===== src/rtl/seven_seg_scanner.sv =====
// Four-digit common-anode hex scanner that pages between the two 16-bit halves of a captured word.
// Optional build macro LEADZERO_BLANK_EN blanks leading zero digits within the displayed half.
module seven_seg_scanner #(
    parameter int SCAN_DIV = 50000,
    parameter int PAGE_DIV = 500
) (
    input  logic        CLK_IN,
    input  logic        GLOBALRESET,
    input  logic [31:0] value_in,
    input  logic        load_in,
    output logic [6:0]  seg_out,
    output logic [3:0]  digit_out,
    output logic        page_out
);

    localparam int SC_W = (SCAN_DIV > 1) ? $clog2(SCAN_DIV) : 1;
    localparam int PC_W = (PAGE_DIV > 1) ? $clog2(PAGE_DIV) : 1;
    localparam logic [SC_W-1:0] SC_LAST = SC_W'(SCAN_DIV - 1);
    localparam logic [PC_W-1:0] PC_LAST = PC_W'(PAGE_DIV - 1);

    logic [31:0]     r_cap;
    logic [SC_W-1:0] r_sc;
    logic [1:0]      r_idx;
    logic [PC_W-1:0] r_pc;
    logic            r_pg;

    logic [15:0] w_half;
    logic [3:0]  w_nib;
    logic        w_lz_blank;
    logic        w_slot_start;
    logic        w_sc_wrap;
    logic        w_idx_wrap;
    logic        w_pc_wrap;

    function automatic logic [6:0] hex_to_seg(input logic [3:0] nib);
        case (nib)
            4'h0: hex_to_seg = 7'b1000000;
            4'h1: hex_to_seg = 7'b1111001;
            4'h2: hex_to_seg = 7'b0100100;
            4'h3: hex_to_seg = 7'b0110000;
            4'h4: hex_to_seg = 7'b0011001;
            4'h5: hex_to_seg = 7'b0010010;
            4'h6: hex_to_seg = 7'b0000010;
            4'h7: hex_to_seg = 7'b1111000;
            4'h8: hex_to_seg = 7'b0000000;
            4'h9: hex_to_seg = 7'b0010000;
            4'hA: hex_to_seg = 7'b0001000;
            4'hB: hex_to_seg = 7'b0000011;
            4'hC: hex_to_seg = 7'b1000110;
            4'hD: hex_to_seg = 7'b0100001;
            4'hE: hex_to_seg = 7'b0000110;
            default: hex_to_seg = 7'b0001110;
        endcase
    endfunction

    // NOTE: every always_comb output gets a default first so no path can infer a latch.
    always_comb begin
        w_half     = r_pg ? r_cap[31:16] : r_cap[15:0];
        w_nib      = w_half[3:0];
        w_lz_blank = 1'b0;
        case (r_idx)
            2'd0: w_nib = w_half[3:0];
            2'd1: w_nib = w_half[7:4];
            2'd2: w_nib = w_half[11:8];
            default: w_nib = w_half[15:12];
        endcase
`ifdef LEADZERO_BLANK_EN
        // A digit is a leading zero when it and every more significant nibble are zero.
        case (r_idx)
            2'd0: w_lz_blank = 1'b0;
            2'd1: w_lz_blank = (w_half[15:4] == 12'h000);
            2'd2: w_lz_blank = (w_half[15:8] == 8'h00);
            default: w_lz_blank = (w_half[15:12] == 4'h0);
        endcase
`else
        w_lz_blank = 1'b0;
`endif
        w_slot_start = (r_sc == '0);
        w_sc_wrap    = (r_sc == SC_LAST);
        w_idx_wrap   = w_sc_wrap && (r_idx == 2'd3);
        w_pc_wrap    = w_idx_wrap && (r_pc == PC_LAST);
    end

    // NOTE: sequential state uses non-blocking assignments so every register samples pre-edge values.
    always_ff @(posedge CLK_IN or posedge GLOBALRESET) begin
        if (GLOBALRESET) begin
            r_cap     <= '0;
            r_sc      <= '0;
            r_idx     <= '0;
            r_pc      <= '0;
            r_pg      <= 1'b0;
            seg_out   <= 7'h7F;
            digit_out <= 4'hF;
            page_out  <= 1'b0;
        end else begin
            if (load_in) begin
                r_cap <= value_in;
            end
            r_sc <= w_sc_wrap ? '0 : r_sc + 1'b1;
            if (w_sc_wrap) begin
                r_idx <= r_idx + 2'd1;
            end
            if (w_idx_wrap) begin
                r_pc <= w_pc_wrap ? '0 : r_pc + 1'b1;
            end
            if (w_pc_wrap) begin
                r_pg <= ~r_pg;
            end

            // First cycle of each slot is dark so the previous digit's segments never ghost.
            digit_out <= w_slot_start ? 4'hF : ~(4'b0001 << r_idx);
            seg_out   <= (w_slot_start || w_lz_blank) ? 7'h7F : hex_to_seg(w_nib);
            page_out  <= r_pg;
        end
    end

endmodule


===== config.mk =====
export PLATFORM = sky130hd
export DESIGN_NAME = seven_seg_scanner
export DESIGN_NICKNAME = d
export VERILOG_FILES = /design/src/rtl/seven_seg_scanner.sv
export SDC_FILE = /design/constraint.sdc
export NUM_CORES = 1
export LEC_CHECK = 0
export BUFFER_PORTS_ARGS = -buffer_cell sky130_fd_sc_hd__buf_4
export CAP_MARGIN = 20
export CORE_MARGIN = 4
export CORE_UTILIZATION = 35
export CTS_CLUSTER_DIAMETER = 120
export DETAILED_ROUTE_END_ITERATION = 8
export GPL_TIMING_DRIVEN = 1
export PLACE_DENSITY_LB_ADDON = 0.08
export SLEW_MARGIN = 15
export SYNTH_ARGS = -nofsm -noshare
export SYNTH_HDL_FRONTEND = slang
export SYNTH_SLANG_ARGS = --single-unit

===== constraint.sdc =====
create_clock -name CLK_IN -period 2.6 [get_ports CLK_IN]
set_input_delay 0.78 -clock CLK_IN [delete_from_list [all_inputs] [get_ports CLK_IN]]
set_output_delay 0.78 -clock CLK_IN [all_outputs]
set_load 0.02 [all_outputs]

# After elaboration in Yosys (flattened, before gate mapping)
# Memory sizes are Yosys's and may differ from the RTL's.
# Index checks and enable logic that the tools add are counted.
# totals
reg_bits	72
latchBits	0
mem_bits_rw	0
rom_bits	112
wordCells	30
mem_count	1
# mem_list
name	words	width	read_ports	rd_ports_with_merged_regs	wr	line_no	source
(no name shown)	16	7	1	0	0	36	case (nib)
# op_classes
addsub	3
n_mul	0
div_mod_pow	0
magnitude_cmp	0
eq_ne	5
shifts	1
n_mux	6
n_bitwise	2
reduce_logical	4
# ops
cell	n
$mux 16	2
$add 16x1->16 const B	1
$eq 16x16->1 const B	1
$logic_not 16->1	1
$pmux 4 s3	1
$add 9x1->9 const B	1
$eq 9x9->1 const B	1
$mux 9	1
$mux 7	1
$eq 2x2->1 const B	2
$mux 4	1
$not 4->4	1
$shl 1x2->4 const A	1
$add 2x1->2 const B	1
$eq 2x1->1 const B	1
$logic_and 1x1->1	2
$logic_not 2->1	1
$not 1->1	1

# Depth between registers and ports, before layout
# logic_depth
word_depth	4
ltp_mapped	11
depth_no_buf	10

# Worst setup path after synthesis
# No wires, ideal clock.
# synth_path
kind	reg2reg
start	register r_idx[0]
end	register seg_out[3]
arrival_ns	2.225
path_slack_ns	0.282
stages_incl_launch_ff	12
path_buffers	1
period_less_slack_ns	2.318
path_cell_list	dfrtp_1 inv_1 ha_1 clkbuf_1 a22oi_1 nand2_1 a32oi_1 inv_1 ha_1 and4_1 a2111oi_0 a31oi_1
# synth_between
elab_chain_len	4
# synth_rtl
item	line_no	source
from (decl)	23	logic [1:0] r_idx;
from (signal assigned)	101	r_idx <= r_idx + 2'd1;
$eq 2x2->1 (tied with other cells)	61	case (r_idx)
$pmux 4 s3 (*)	61	
$mem_v2 16x7 (*)	n/a	
$mux 7 (*)	112	seg_out <= (w_slot_start || w_lz_blank) ? 7'h7F : hex_to_seg(w_nib);
to (signal assigned)	112	
to (decl)	11	output logic [6:0] seg_out,
# Every way passes the cells marked *; elsewhere a longest branch is shown, timed or not.
# A chain may end at the register's enable or synchronous reset.

# Worst setup path in the final report
# Ends and elaborated chain as after synthesis.

==> metrics.md <==
| Metric | Value |
|---|---|
| IO Port Bufs | 46 |
| Cells after DPL | 474 |
| Die ar. | 11500 sq um |
| CP Capture Type | flip-flop |
| Synth top area cells | dfrtp_1, mux2_2, dfstp_2 |
| Number of maximum-capacitance violations | 0 |
| H-Tree Depth | 3 |
| Largest family of logic cells by synthesized area | simple AND/OR/NAND/NOR gates |
| Gate Count Post-Synth | 305 |
| Area leader, netlist | dfrtp_1 |
| DP Area | 3960 sq um |
| Hold Crit Class | flip-flop to flip-flop |
| Largest net degree at the start of global routing | 73 |
| Layout area overhead | 22.5% |
| Finished Cell Area | 4220 sq um |
| Core Rows | 35 |
| First-pass GRT wire length | 12100 um |
| Met2 routed WL | between 2000 and 3000 um |
| Sequential share of the synthesized area | 0.527 |
| Crit path buffers/inverters | 2 |
| Crit path required time | approximately 2900 ps |
| Final wirelength | approximately 7200 um |
| Synth unique cells | 40 |
| Async SR Flop Fraction | 1.00 |
| Vias/cell | 4.94 |
| Number of iterations in the first detailed-routing pass | 4 |
| Slowest-stage cell, CP | dfrtp_1 |
| Avg Cell Area, Syn | between 10 and 15 sq um |
| Number of antenna diodes | 0 |
| Sink Count | 72 |
| Top_reg_cell synth | dfrtp_1 |
| Most common library cells after synthesis | dfrtp_1, mux2_2, nand2_1 |
| Clk root buf | clkbuf_8 |
| Status | completed |
| Synthesized area | approximately 3400 sq um |
| RSZ-0062 raised after global routing | false |
| CP top delay family | compound AO/OA/AOI/OAI gates |
| Compound-Gate Fraction of Synth Area | 0.0773 |
| Finished Layout Cells | 490 |
| Post-route setup TNS | 0 ps |
| Drt wl/cell | about 15 um |
| Placer congestion estimate | 0.758 |
| Flop-to-flop setup slack | 290 ps |
| XOR/XNOR Fraction of Synth Area | 0.0458 |
| Via count | around 2400 |
| Core Area | approximately 9400 sq um |
| I/O pin cnt | 47 |
| Layout Nets | 405 |
| WL met3 | about 370 um |
| Clk_lat worst skew | around 350 ps |
| Tcrit/Tclk final | 0.890 |
| Synth Area in Simple Gates | 0.148 |
| Post-CTS Setup Bufs | 0 |
| Shortest period the worst path allows | 2310 ps |
| Adder-Cell Fraction of Synth Area | 0.0508 |
| Leak pwr | 1.89 nW |
| Total Routing Usage GR | 0.135 |
| Cell Pwr Density | about 620 nW/um^2 |
| Post-CTS sizing | 0 |
| Critical path class | flip-flop to flip-flop |
| Max-slew violation count | 0 |
| DR iter-0 viols | 130 |
| Worst Max-Slew Pin Slew | roughly 480 ps |
| Vias in the first global route | 2356 |
| CTS tree | done |
| Endpoints failing setup | 0 |
| Yosys reg bits | between 70 and 80 |
| Final ANT Viol Nets | 0 |
| Crit path DAT | 2570 ps |
| Congestion Overflow GR | 0 |
| DR DRC count | 0 |
| Clk pin slew, worst setup/hold paths | 80 ps |
| Final worst slack | approximately 290 ps |
| DP Worst Slack | 189 ps |
| CP Max Fanout | 9 |
| Maximum clock frequency | 0.432 GHz |
| Mux share of post-synthesis cell area | 0.125 |
| CTS Hold Bufs | 0 |
| Largest stage delay on the critical path | 420 ps |
| Slew HR | 0.680 |
| Startpoint Class | flip-flop |
| Crit path top cell by count | inv_1 |
| Yosys top cell area share | 0.443 |
| Hold slack final | 498 ps |
| Die W | 107 um |
| Hpwl dp | 5180 um |
| Most common cell in the netlist | dfrtp_1 |
| Layout cells sized above 1 | 0.321 |
| Number of buffers created by CTS | 9 |
| Starting density of the core | 0.366 |
| Final hold vios | 0 |
| WL met1 | 3730 um |
| Fin util | 0.448 |
| Total power | 2.64 mW |
| Clock Skew | 8.32 ps |
| Max Buffers Root-to-Sink | 2 |
| Worst path cell trace | inv_1 -> ha_2 -> a22oi_1 -> nand2_1 -> a32oi_1 -> inv_1 -> ha_1 -> and4_1 -> a2111oi_1 -> a31oi_1 |
| Initial antenna violation count | 0 |
| Number of synthesized flops with an enable pin | 0 |
| Ys Warns | 0 |
| Die height | 107 um |
| Syn nets | 354 |
| Top Layer Used | met4 |
| Peak supply drop | 0.000271 V |
-- path summary, 6_finish.rpt --
| check | from | to | cells after the start |
|---|---|---|---|
| max in group asynchronous | GLOBALRESET | seg_out[0]$_DFF_PP1_ | 3 |
| setup / recovery | r_idx[0]$_DFFE_PP0N_ | seg_out[3]$_DFF_PP1_ | 10 |
| hold reg to reg | r_pc[6]$_DFFE_PP0P_ | r_pc[6]$_DFFE_PP0P_ | 1 |
| min in group asynchronous | GLOBALRESET | page_out$_DFF_PP0_ | 3 |
| hold / removal | r_pc[6]$_DFFE_PP0P_ | r_pc[6]$_DFFE_PP0P_ | 1 |
| setup reg to reg | r_idx[0]$_DFFE_PP0N_ | seg_out[3]$_DFF_PP1_ | 10 |
-- cells in the final DEF (no fill, tap or decap), drive strengths merged, types with 2 or more instances in the layout --
cell and instances:
nor3 2, nand2 29, nor2 19, nand2b 3, and3 4, nor2b 3
ha 14, or4 2, xor2 10, and4 3, a21oi 4, mux2i 8
dfrtp 61, nor4b 2, dfstp 11, nand4 5, clkbuf 10, xnor2 8
bufinv 3, nand3 19, a222oi 2, a31oi 2, nor4 3, o21ai 11
mux2 31, buf 52, o31ai 5, o221ai 4, inv 13, a22oi 7
-- kinds of logic after synthesis --
kind of cell             count (synthesis)
adder cells (fa/ha/maj)                 14
multiplexers                            39
buffers and inverters                   24
AND/OR/NAND/NOR                         99
AO/OA/AOI/OAI                           39
flip-flops                              72
XOR/XNOR                                18
-- final cells by class --
type / instances / area, sq um
multi-input combinational: 209 / 1540
sequential: 72 / 1820
tap: 129 / 161
inverter: 12 / 45.0
clock buffer: 10 / 138
fill: 900 / 5190
timing repair buffer: 52 / 403
clock inverter: 6 / 115
-- flip-flops by register name, indices dropped and copies added (netlist names) --
signal     count
r_pg           1
r_pc           9
seg_out        7
r_idx          2
page_out       1
r_cap         32
r_sc          16
digit_out      4
-- power by group --
part | internal, mW | switching, mW
Clock | 0.669 | 0.449
Sequential | 1.20 | 0.0356
Combinational | 0.146 | 0.137
-- worst register-to-register path, stage by stage (launching register included) --
cell	delay, ps
dfrtp_1	420
inv_1	110
ha_2	260
a22oi_1	180
nand2_1	70
a32oi_1	250
inv_1	150
ha_1	270
and4_1	160
a2111oi_1	280
a31oi_1	80
-- metal layers --
layer	GRT usage	vias to the layer above
li1	-	1191
met5	0	-
met2	0.179	58
met3	0.0439	10
met1	0.202	1163
met4	0.0466	0
Note: power is estimated with default switching activity, not from simulation.
